### src/rtl/vram_write_arbiter.sv
// Write-port arbiter for the 32x32 video RAM. CPU pixel writes always win.
// The rectangle-fill engine uses the cycles that the CPU leaves free.
module vram_write_arbiter #(
    parameter int COLOR_WIDTH = 3,
    parameter int COORD_WIDTH = 5
) (
    input  logic                       Clock,
    input  logic                       Reset,
    input  logic                       iCpuWrite,
    input  logic [2*COORD_WIDTH-1:0]   iCpuAddr,
    input  logic [COLOR_WIDTH-1:0]     iCpuColor,
    input  logic                       iFillStart,
    input  logic [COORD_WIDTH-1:0]     iFillX0,
    input  logic [COORD_WIDTH-1:0]     iFillY0,
    input  logic [COORD_WIDTH-1:0]     iFillX1,
    input  logic [COORD_WIDTH-1:0]     iFillY1,
    input  logic [COLOR_WIDTH-1:0]     iFillColor,
    input  logic                       iAbort,
    output logic                       oMemWrite,
    output logic [2*COORD_WIDTH-1:0]   oMemAddr,
    output logic [COLOR_WIDTH-1:0]     oMemData,
    output logic                       oBusy,
    output logic                       oDone,
    output logic [2*COORD_WIDTH:0]     oFillCount
);

    localparam int AW = 2 * COORD_WIDTH;
    localparam int CW = 2 * COORD_WIDTH + 1;

    typedef enum logic [1:0] {
        IDLE = 2'd0,
        FILL = 2'd1,
        DONE = 2'd2
    } state_t;

    state_t                  stateReg, stateNext;
    logic [COORD_WIDTH-1:0]  xMinReg, xMinNext, xMaxReg, xMaxNext;
    logic [COORD_WIDTH-1:0]  yMinReg, yMinNext, yMaxReg, yMaxNext;
    logic [COORD_WIDTH-1:0]  cxReg, cxNext, cyReg, cyNext;
    logic [COLOR_WIDTH-1:0]  colorReg, colorNext;
    logic [CW-1:0]           countReg, countNext;
    logic                    memWriteReg, memWriteNext;
    logic [AW-1:0]           memAddrReg, memAddrNext;
    logic [COLOR_WIDTH-1:0]  memDataReg, memDataNext;

    logic                    rowEnd;
    logic                    lastCell;

    assign rowEnd   = (cxReg == xMaxReg);
    assign lastCell = rowEnd && (cyReg == yMaxReg);

    always_comb begin
        stateNext    = stateReg;
        xMinNext     = xMinReg;
        xMaxNext     = xMaxReg;
        yMinNext     = yMinReg;
        yMaxNext     = yMaxReg;
        cxNext       = cxReg;
        cyNext       = cyReg;
        colorNext    = colorReg;
        countNext    = countReg;
        memWriteNext = 1'b0;
        memAddrNext  = memAddrReg;
        memDataNext  = memDataReg;

        case (stateReg)
            IDLE: begin
                if (iFillStart) begin
                    xMinNext  = (iFillX0 < iFillX1) ? iFillX0 : iFillX1;
                    xMaxNext  = (iFillX0 < iFillX1) ? iFillX1 : iFillX0;
                    yMinNext  = (iFillY0 < iFillY1) ? iFillY0 : iFillY1;
                    yMaxNext  = (iFillY0 < iFillY1) ? iFillY1 : iFillY0;
                    cxNext    = (iFillX0 < iFillX1) ? iFillX0 : iFillX1;
                    cyNext    = (iFillY0 < iFillY1) ? iFillY0 : iFillY1;
                    colorNext = iFillColor;
                    countNext = '0;
                    stateNext = FILL;
                end
            end
            FILL: begin
                if (iAbort) begin
                    stateNext = IDLE;
                end else if (!iCpuWrite) begin
                    // Only a free slot consumes a cell; a CPU cycle leaves cursor and count untouched.
                    memWriteNext = 1'b1;
                    memAddrNext  = {cyReg, cxReg};
                    memDataNext  = colorReg;
                    countNext    = countReg + CW'(1);
                    if (rowEnd) begin
                        cxNext = xMinReg;
                        if (!lastCell) begin
                            cyNext = cyReg + COORD_WIDTH'(1);
                        end
                    end else begin
                        cxNext = cxReg + COORD_WIDTH'(1);
                    end
                    if (lastCell) begin
                        stateNext = DONE;
                    end
                end
            end
            DONE: begin
                stateNext = IDLE;
            end
            default: begin
                stateNext = IDLE;
            end
        endcase

        // CPU writes override whatever the fill engine wanted this cycle.
        if (iCpuWrite) begin
            memWriteNext = 1'b1;
            memAddrNext  = iCpuAddr;
            memDataNext  = iCpuColor;
        end
    end

    always_ff @(posedge Clock or negedge Reset) begin
        if (!Reset) begin
            stateReg    <= IDLE;
            xMinReg     <= '0;
            xMaxReg     <= '0;
            yMinReg     <= '0;
            yMaxReg     <= '0;
            cxReg       <= '0;
            cyReg       <= '0;
            colorReg    <= '0;
            countReg    <= '0;
            memWriteReg <= 1'b0;
            memAddrReg  <= '0;
            memDataReg  <= '0;
        end else begin
            stateReg    <= stateNext;
            xMinReg     <= xMinNext;
            xMaxReg     <= xMaxNext;
            yMinReg     <= yMinNext;
            yMaxReg     <= yMaxNext;
            cxReg       <= cxNext;
            cyReg       <= cyNext;
            colorReg    <= colorNext;
            countReg    <= countNext;
            memWriteReg <= memWriteNext;
            memAddrReg  <= memAddrNext;
            memDataReg  <= memDataNext;
        end
    end

    assign oMemWrite  = memWriteReg;
    assign oMemAddr   = memAddrReg;
    assign oMemData   = memDataReg;
    assign oBusy      = (stateReg != IDLE);
    assign oDone      = (stateReg == DONE);
    assign oFillCount = countReg;

endmodule
### config.mk
export PLATFORM = sky130hd
export DESIGN_NAME = vram_write_arbiter
export DESIGN_NICKNAME = d
export VERILOG_FILES = /design/src/rtl/vram_write_arbiter.sv
export SDC_FILE = /design/constraint.sdc
export NUM_CORES = 1
export LEC_CHECK = 0
export BUFFER_PORTS_ARGS = -buffer_cell sky130_fd_sc_hd__buf_4
export CAP_MARGIN = 20
export CELL_PAD_IN_SITES_DETAIL_PLACEMENT = 1
export CELL_PAD_IN_SITES_GLOBAL_PLACEMENT = 1
export CORE_MARGIN = 2
export CORE_UTILIZATION = 30
export CTS_BUF_LIST = sky130_fd_sc_hd__clkbuf_2 sky130_fd_sc_hd__clkbuf_4 sky130_fd_sc_hd__clkbuf_8
export CTS_CLUSTER_SIZE = 30
export DETAILED_ROUTE_END_ITERATION = 8
export HOLD_SLACK_MARGIN = 0.1
export PLACE_DENSITY = 0.61
export SLEW_MARGIN = 20
export SYNTH_ARGS = -nofsm -noshare
export SYNTH_HDL_FRONTEND = slang
export SYNTH_SLANG_ARGS = --single-unit
### constraint.sdc
create_clock -name Clock -period 1.9 [get_ports Clock]
set_input_delay 0.38 -clock Clock [delete_from_list [all_inputs] [get_ports Clock]]
set_output_delay 0.38 -clock Clock [all_outputs]
set_load 0.01 [all_outputs]
---- Yosys cells after proc, flatten, opt, wreduce, memory -nomap -nowiden ----
Cells that the tools add are included.
storage, ports and cells
  ROM bits ................................ 0
  bits in latches ......................... 0
  memories kept ........................... 0
  output and inout port bits .............. 27
  flip-flop bits (word level) ............. 55
  input bits .............................. 41
  bits in writable memories ............... 0
cells by class
  equality and inequality tests ........... 12
  bitwise gates (word level) .............. 0
  shift-type cells ........................ 0
  multipliers ............................. 0
  reductions and logical operators ........ 10
  div/mod/pow operators ................... 0
  $lt $le $gt $ge ......................... 2
  add/subtract/negate cells ............... 3
  mux-type cells .......................... 33
operators with widths
  cell                   number
  $mux 5                 13
  $mux 11                3
  $mux 10                3
  $pmux 11 s2            1
  $pmux 5 s2             2
  $ne 2x2->1 const B     6
  $add 11x1->11 const B  1
  $add 5x1->5 const B    2
  $eq 5x5->1             2
  $lt 5x5->1             2
  $mux 3                 3
  $mux 2                 4
  $ne 3x3->1 const B     2
  $reduce_and 6->1       1
  $reduce_bool 2->1      3
  $pmux 2 s2             1
  $reduce_and 2->1       2
  $reduce_and 4->1       1
  $mux 1                 3
  $reduce_and 3->1       1
  $eq 2x1->1 const B     1
  $eq 2x2->1 const B     1
  $logic_not 2->1        1
  $logic_and 1x1->1      1

---- Logic depth before layout (Yosys ltp) ----
Gate-level depths: netlist of run 1.
  depth after elaboration ................. 7
  mapped depth ............................ 8
  gate-level depth less buffers ........... 7

---- Worst setup path after synthesis of run 1 ----
OpenSTA, ideal clock, no wires.
  path kind ............................... in2reg
  start ................................... input iFillY1[4]
  end ..................................... register cyReg[3]
  path slack .............................. -0.064 ns
  buffers on the path ..................... 1
  arrival time ............................ 1.840 ns
  stages .................................. 8
  cells stage by stage .................... inv_1 > ha_1 > o21ai_0 > or2_1 > clkbuf_1 > and2_1 > a311o_1 > mux2_2
on the way
  longest elaborated chain between the ends .. 4
RTL lines
  what                    line  RTL
  start: declaration      16    input logic [COORD_WIDTH-1:0] iFillY1,
  $lt 5x5->1              74    cyNext = (iFillY0 < iFillY1) ? iFillY0 : iFillY1;
  $mux 5                  74
  $mux 5                  68    if (iFillStart) begin
  $pmux 5 s2              66    case (stateReg)
  end signal: assignment  139   cyReg <= cyNext;
  end: declaration        39    logic [COORD_WIDTH-1:0] cxReg, cxNext, cyReg, cyNext;
No other way between the ends. The select of a mux whose other input is x is not followed.
A chain may end at the register's enable or synchronous reset.

---- Final worst setup path of run 1 ----
  start ................................... register stateReg[1]
  end ..................................... register cyReg[1]
on the way
  longest elaborated chain between the ends .. 3
  elaborated cells between the ends (all ways) .. 10
  classes of those cells .................. eq/ne: 6; mux: 1; reduce/logical: 3
RTL lines
  what                                                       line  RTL
  start: declaration                                         36    state_t stateReg, stateNext;
  start signal: assignment                                   133   stateReg <= stateNext;
  $eq 2x1->1 or $logic_not 2->1 (tied branches)              66
  $ne 2x2->1 (no line) or $reduce_bool 2->1 (tied branches)  -
  $reduce_and 6->1 (no line)                                 -
Several ways; a longest one is shown, not always the timed one.

==> impl_metrics.toml, run 1 <==
[global_routing]
antenna_found_initial = 0
grt_overflow = 0
grt_pass1_wl_microns = 14190
grt_usage = 0.1549
grt_max_degree = 56
grt_pass1_vias = 2836

[synthesis]
synthArstFlopShare = 1.000
syn_area_sq_um = 3131
synthTopCellsByCount = "dfrtp_1 (55), nand2_1 (51), mux2i_1 (30), o21ai_0 (30), nor2_1 (21)"
synthFlopType = "dfrtp_1"
synth_area_leaders = "dfrtp_1 (44%), mux2i_1 (9.6%), nand2_1 (6.1%)"
yosysMostFrequentCell = "dfrtp_1"
synth_top_area_share = 0.4396
syn-instance-count = 326
avgSynthCellArea_sq_um = 9.603
synth-seq-cells = 55
synth_top_area_cell = "dfrtp_1"
synth_edf_count = 0
synth_seq_area_share = 0.4396
ys_warn_count = 0
syn-num-nets = 378
synth_cell_types = 46

[drt]
drt-total-wl_microns = 8372
avgRoutedWirePerCell_microns = 14.79
route.detailed.drc = 0
vias_per_cell = 4.749
ant_nets = 0
first_pass_iters = 4
vias = 2688
drt-initial-drc-count = 59

[finish]
drive_gt1_frac = 0.3302
seq_area_sq_um = 1376
multi_input_area_sq_um = 1682
fillers = 1196
antennaDiodeCount = 0
nets = 482
area_growth_pct = 35.33
fin_util = 0.4141

[clocking]
cts.clk_slew.worst_paths_ns = 0.10
clkLatencyLatePin_ns = 0.31
cts-root-buf = "clkbuf_8"
cts_tree = "yes"
clock_path_buffers = 2
cts_sinks = 55
htreeDepth = 2
numCtsBuffers = 5

[die]
io_pins = 68
core_sq_um = 10230
initial_utilization = 0.3060
fp.dieH_microns = 106.2
dieArea_sq_um = 11270
die-width_microns = 106.2
std_cell_rows = 37

[sta]
skew_ns = 0.006716
period_minus_slack_ns = 1.807
setup-tns-final_ns = 0
drv_slew = 0
relSlewSlack = 0.5345
fin_crit_sh = 0.9512
rsz0062_at_grt = "yes"
hold_viol_final = 0
max_freq_mhz = 553.3
worst_pin_slew_ns = 0.6983
setup_violations = 0

[setup_path]
worst-path-max-fanout = 5
worst_setup_path_start_kind = "flip-flop"
worstSetupEndpointType = "flip-flop"
cp_slowest_stage_delay_ns = 0.56
worstPathCellList = "or4b_4, buf_4, nand2_2, a31oi_4, mux2_1"
crit_path_top_delay_cell = "or4b_4"
crit_arrival_ns = 2.00
cp_num_buf_inv = 1
r2r_slack_ns = 0.09
critical_path_class = "flip-flop to flip-flop"
crit_family = "simple AND/OR/NAND/NOR gates"
critPathRequiredTime_ns = 2.09

[place]
hpwl_microns = 6629
gp_congestion = 0.8126
io_buffers = 67

[power]
vdd_ir_drop_max_mv = 0.3838
p_per_area_nw_per_um2 = 908.7
leakage_uw = 0.002097

[worst_hold_path]
min_path_type = "primary input to async pin"

[job]
maxCapViolCount = 0

[outcome]
status = "finished clean"
## worst register-to-register path, stage by stage (launching register included)
cell,delay (ns)
dfrtp_1,0.41
or4b_4,0.56
buf_4,0.18
nand2_2,0.09
a31oi_4,0.13
mux2_1,0.33
## metrics by stage
step | hold slack, ns | instance area [sq um] | cells | worst slack [ns] | total power [uW]
global route | 0.1545 | 4237 | 566 | -0.004490 | 4154
floorplan | 0.08441 | 3171 | 326 | -0.01819 | 2537
global placement | 0.4607 | 4116 | 558 | -0.2469 | 3163
finish | 0.1081 | 4237 | 566 | 0.09265 | 3850
detailed placement | 0.4727 | 4116 | 558 | -0.2460 | 3222
CTS | 0.1418 | 4210 | 565 | 0.02073 | 3900
## registers in the layout, summed over array words and instances (netlist names)
signal and count:
colorReg 3, cxReg 5, cyReg 5, oFillCount 11, oMemAddr 10, oMemData 3, oMemWrite 1, stateReg 2
xMaxReg 5, xMinReg 5, yMaxReg 5
## area by class of cell
cell class	instances	area share
clock buffers	6	0.01949
well taps	136	0.04017
clock inverters	1	0.001181
flip-flops and latches	55	0.3249
inverters	12	0.01063
multi-input cells	241	0.3969
repair buffers	115	0.2067
## cell usage in the layout, fill, tap and decap left out, drive strengths merged, types with 2 or more instances in the layout
cell,count
clkbuf,6
mux2i,30
and4,3
o221ai,3
a311o,3
a21oi,8
nand3,9
ha,11
nand2,52
mux2,4
nor2,22
nand4,5
nor3,5
a211oi,7
o21ai,30
dfrtp,55
and2,2
nor2b,2
xor2,19
or2,2
buf,115
nand2b,4
xnor2,6
inv,12
## worst paths after layout
check	depth (start not counted)	from	end
max in group asynchronous	1	Reset	oMemAddr[6]
min reg2reg	2	xMinReg[3]	xMinReg[3]
min in group Clock	3	iFillColor[2]	colorReg[2]
min	1	Reset	xMaxReg[3]
max reg2reg	5	stateReg[1]	cyReg[1]
max	5	stateReg[1]	cyReg[1]
## layer usage
layer | global-route usage | part of all wire | up-vias
met1 | 0.2224 | 0.49 | 1293
met3 | 0.02452 | 0.030 | 5
met4 | 0.03102 | 0.0093 | 0
met5 | 0 | 0 | -
li1 | - | - | 1341
met2 | 0.2473 | 0.47 | 49
## power by group
group / switching (uW) / leakage [uW] / total (uW) / internal (uW)
combinational: 750 / 0.00136 / 1530 / 782
sequential: 243 / 0.000687 / 1660 / 1410
clock: 373 / 0.0000470 / 660 / 287
total: 1370 / 0.00210 / 3850 / 2480
## cell families after synthesis
kind of cell / synth area share
fa+ha+maj: 0.04396
simple gates: 0.1659
buf+inv: 0.04036
mux: 0.1103
xor+xnor: 0.06994
compound gates: 0.1299
flops: 0.4396
## timing repair
| action | 4_1_cts | 5_1_grt |
|---|---|---|
| hold buffers | 0 | 0 |
| resized for setup | 2 | 4 |
| setup endpoints to repair | 9 | 8 |
| hold endpoints to repair | 0 | 0 |
| setup buffers | 0 | 1 |
| pin swaps | 1 | 2 |
Power figures use the tool's default switching activity.
==> run 2, diff against run 1 <==
==> constraint.sdc (replaced) <==
create_clock -name Clock -period 1.9 [get_ports Clock]
set_input_delay 0.57 -clock Clock [delete_from_list [all_inputs] [get_ports Clock]]
set_output_delay 0.57 -clock Clock [all_outputs]
set_load 0.01 [all_outputs]
==> impl_metrics.toml, run 2 (synthesized netlist as in run 1, its figures left out) <==
[power]
leakage_uw = 0.002149
total_power_uw = 3964
p_per_area_nw_per_um2 = 895.4
vdd_ir_drop_max_mv = 0.3552

[finish]
antennaDiodeCount = 0
fin_util = 0.4327
drive_gt1_frac = 0.3836
area_growth_pct = 41.41
layout_commonest_cell = "buf_4"
mostFrequentLayoutCells = "buf_4 (118), dfrtp_1 (55), nand2_1 (51)"
largest_register_ffs = 11
nets = 489

[clocking]
clock_path_buffers = 2
cts_tree = "yes"
cts-root-buf = "clkbuf_8"
htreeDepth = 2
cts.clk_slew.worst_paths_ns = 0.11
cts_hold_buf = 0
numCtsBuffers = 5
cts_sinks = 55
clkLatencyLatePin_ns = 0.32

[sta]
skew_ns = 0.01310
worst_pin_slew_ns = 0.4009
hold_viol_final = 0
drv_slew = 0
hold_ws_ns = 0.1431
finalWorstSetupSlack_ns = 0.01605
max_freq_mhz = 530.8
fin_crit_sh = 0.9916
rsz0062_at_grt = "yes"
setup_violations = 0
relSlewSlack = 0.7327
period_minus_slack_ns = 1.884

[setup_path]
cp_slowest_stage_delay_ns = 0.29
worst_setup_path_start_kind = "primary input"
worstPathCellList = "buf_4, ha_1, and4_4, a21oi_4, a211oi_2, a311o_1, mux2_4"
critical_path_class = "primary input to flip-flop"
crit_arrival_ns = 2.10
crit_path_top_delay_cell = "a311o_1"
worst-path-max-fanout = 8
crit_family = "compound AO/OA/AOI/OAI gates"
worstSetupEndpointType = "flip-flop"
cp_num_buf_inv = 1
critPathRequiredTime_ns = 2.12

[die]
io_pins = 68
core_sq_um = 10230
fp.dieH_microns = 106.2
std_cell_rows = 37
dieArea_sq_um = 11270
initial_utilization = 0.3060
die-width_microns = 106.2

[drt]
ant_nets = 0
vias = 2732
vias_per_cell = 4.760
drt-total-wl_microns = 8650
route.detailed.drc = 0
avgRoutedWirePerCell_microns = 15.07
first_pass_iters = 4
drt-initial-drc-count = 82

[worst_hold_path]
min_path_type = "primary input to async pin"

[job]
maxCapViolCount = 0

[global_routing]
grt_max_degree = 31
grt_overflow = 0
antenna_found_initial = 0
grt_pass1_vias = 2873
grt_usage = 0.1597
grt_pass1_wl_microns = 14340

[place]
gp_congestion = 0.7628
hpwl_microns = 6789
io_buffers = 67
post-place-ws_ns = -0.3572

[outcome]
status = "finished clean"
run 2: cell types whose count changed in the layout (fill, tap and decap cells not counted), sizes merged:
| cell | before | now |
|---|---|---|
| buf | 115 | 122 |
| clkbuf | 6 | 5 |
| clkinv | 1 | 2 |
| inv | 12 | 13 |
run 2: path summary, 6_finish.rpt:
kind,from,end,slack [ns],depth (start not counted)
worst max-delay path,iFillY0[1],cyReg[4],0.02,7
worst min-delay path,Reset,oFillCount[7],0.14,1
worst max register to register,stateReg[1],oFillCount[10],0.03,5
worst min register to register,xMinReg[3],xMinReg[3],0.49,2
max in group asynchronous,Reset,yMaxReg[4],1.28,2
min in group Clock,iFillColor[0],colorReg[0],0.44,3
run 2: layer usage:
metal	track usage	routed length, microns	vias to the layer above
li1	-	-	1354
met1	0.2214	4239	1320
met2	0.2610	3989	52
met3	0.02514	329	6
met4	0.03947	92	0
met5	0	0	-
run 2: timing repair:
| action | CTS | global route |
|---|---|---|
| resized for setup | 3 | 8 |
| setup buffers | 1 | 2 |
| cloned | 0 | 0 |
| pin swaps | 0 | 3 |
| endpoints found under the setup margin | 2 | 12 |
run 2: final cells by class:
cell class	count	area [sq um]
multi-input cells	241	1787
inverters	12	62.56
clock inverters	3	22.52
fillers	1196	5804
well taps	136	170.2
repair buffers	122	939.7
clock buffers	5	68.82
flip-flops and latches	55	1376
run 2: power by group:
part / switching, uW / internal, uW
clock network: 418 / 265
registers: 235 / 1410
logic: 789 / 842
run 2: through the flow:
| stage | TNS, ns | instances | cell area [sq um] |
|---|---|---|---|
| finish | 0 | 574 | 4427 |
| global route | -0.05863 | 574 | 4427 |
| CTS | 0 | 572 | 4390 |
| detailed placement | -6.406 | 563 | 4282 |
| global placement | -5.356 | 563 | 4282 |
| floorplan | -0.2572 | 326 | 3304 |
run 2: worst reg2reg max path, delay by kind of cell (launching register included):
kind	cells	cell delay [ns]
AND/OR/NAND/NOR	3	0.83
flip-flops	1	0.44
AO/OA/AOI/OAI	1	0.32
XOR/XNOR	1	0.18
==> run 3, diff against run 2 <==
CORE_ASPECT_RATIO = 0.75   (was unset)
==> impl_metrics.toml, run 3 (synthesized netlist as in run 1, its figures left out) <==
[finish]
largest_register_ffs = 11
fin_util = 0.4357
nets = 492
stdcell_count = 576
layout_commonest_cell = "buf_4"
fillers = 1170
area_growth_pct = 42.09
drive_gt1_frac = 0.3841
mostFrequentLayoutCells = "buf_4 (121), dfrtp_1 (54), nand2_1 (51)"
antennaDiodeCount = 0

[global_routing]
use_met1 = 0.2655
grt_usage = 0.1708
grt_pass1_vias = 2825
grt_max_degree = 30
met3_usage = 0.02833
top_usage_layer = "met1"
grt_pass1_wl_microns = 15140
use_met2 = 0.2458
antenna_found_initial = 0
grt_overflow = 0

[die]
die-width_microns = 122.0
fp.dieH_microns = 92.47
initial_utilization = 0.3066
core_sq_um = 10210
dieArea_sq_um = 11280
io_pins = 68
std_cell_rows = 32

[power]
leakage_uw = 0.002161
vdd_ir_drop_max_mv = 0.3065
p_per_area_nw_per_um2 = 899.5

[setup_path]
worst_setup_path_start_kind = "flip-flop"
worstReg2RegStart = "stateReg[1]"
ff2ff_path_depth = 5
cp_slowest_stage_delay_ns = 0.57
r2r_end = "cyReg[3]"
crit_arrival_ns = 2.08
critical_path_class = "flip-flop to flip-flop"
cp.depth = 5
r2r_slack_ns = 0.02
worstPathCellList = "or4b_4, buf_4, nand2_2, a31oi_4, mux2_4"
critPathRequiredTime_ns = 2.10
crit_path_top_delay_cell = "or4b_4"
crit_family = "simple AND/OR/NAND/NOR gates"
worstSetupEndpoint = "cyReg[3]"
worst-path-max-fanout = 6
crit_path_start = "stateReg[1]"
cp_num_buf_inv = 1
worstSetupEndpointType = "flip-flop"

[clocking]
cts-root-buf = "clkbuf_8"
htreeDepth = 2
numCtsBuffers = 5
clock_path_buffers = 2
cts_sinks = 55
cts.clk_slew.worst_paths_ns = 0.10
cts_tree = "yes"
clkLatencyLatePin_ns = 0.31

[outcome]
status = "finished clean"

[drt]
first_pass_iters = 4
vias_per_cell = 4.691
drt-initial-drc-count = 118
avgRoutedWirePerCell_microns = 15.70
drt-total-wl_microns = 9043
route.detailed.drc = 0
vias = 2702
ant_nets = 0

[sta]
setup_violations = 0
hold_viol_final = 0
relSlewSlack = 0.6811
drv_slew = 0
worst_pin_slew_ns = 0.4762
rsz0062_at_grt = "yes"
skew_ns = 0.01162
period_minus_slack_ns = 1.881
fin_crit_sh = 0.9902
setup-tns-final_ns = 0
max_freq_mhz = 531.5

[place]
io_buffers = 67
hpwl_microns = 7192
gp_congestion = 0.7801
dp.cells = 567

[worst_hold_path]
min_path_type = "primary input to flip-flop"

[job]
maxCapViolCount = 0
run 3: timing repair:
item / CTS / global route
hold buffers: 1 / 0
gates cloned: 0 / 0
pin swaps: 0 / 7
gates resized for setup: 1 / 9
hold endpoints to repair: 2 / 0
setup buffers: 0 / 1
endpoints found under the setup margin: 1 / 22
run 3: worst min path at each step:
stage / start / endpoint / depth (start not counted)
6_report: iFillColor[2] / colorReg[2] / 3
5_1_grt: iFillColor[2] / colorReg[2] / 3
3_3_place_gp: Reset / xMaxReg[3] / 1
3_5_place_dp: Reset / oFillCount[7] / 1
4_1_cts: iFillColor[2] / colorReg[2] / 3
2_1_floorplan: Reset / colorReg[0] / 0
run 3: per-layer routing:
layer  share of wire  vias to the layer above
met1            0.55                     1292
met2            0.40                       48
met3           0.040                        5
met5               0                        -
li1                -                     1357
met4          0.0073                        0
run 3: area by class of cell:
cell class                 count  area (sq um)  share of cell area
sequential                    55          1378              0.3097
tap                          136         170.2             0.03826
timing repair buffer         125         960.9              0.2160
clock inverter                 1         5.005            0.001125
clock buffer                   6         82.58             0.01857
multi-input combinational    241          1789              0.4023
inverter                      12         62.56             0.01406
run 3: metrics by stage:
stage | setup slack (ns) | power (uW) | hold slack (ns) | instance area, sq um
floorplan | -0.1044 | 2589 | 0.2744 | 3304
global placement | -0.2595 | 3313 | 0.4435 | 4312
detailed placement | -0.3366 | 3353 | 0.4478 | 4312
CTS | 0.0007072 | 4040 | 0.4400 | 4417
global route | -0.03672 | 4314 | 0.4484 | 4448
finish | 0.01862 | 4001 | 0.4528 | 4448
run 3: worst min-delay path, cell delays in order:
cell and delay, ns:
buf_4 0.08, nand2_1 0.04, nand2_1 0.04
run 3: power breakdown:
part           internal (uW)  switching (uW)
Combinational            876             833
Sequential              1410             217
Clock                    287             373
Total                   2580            1420
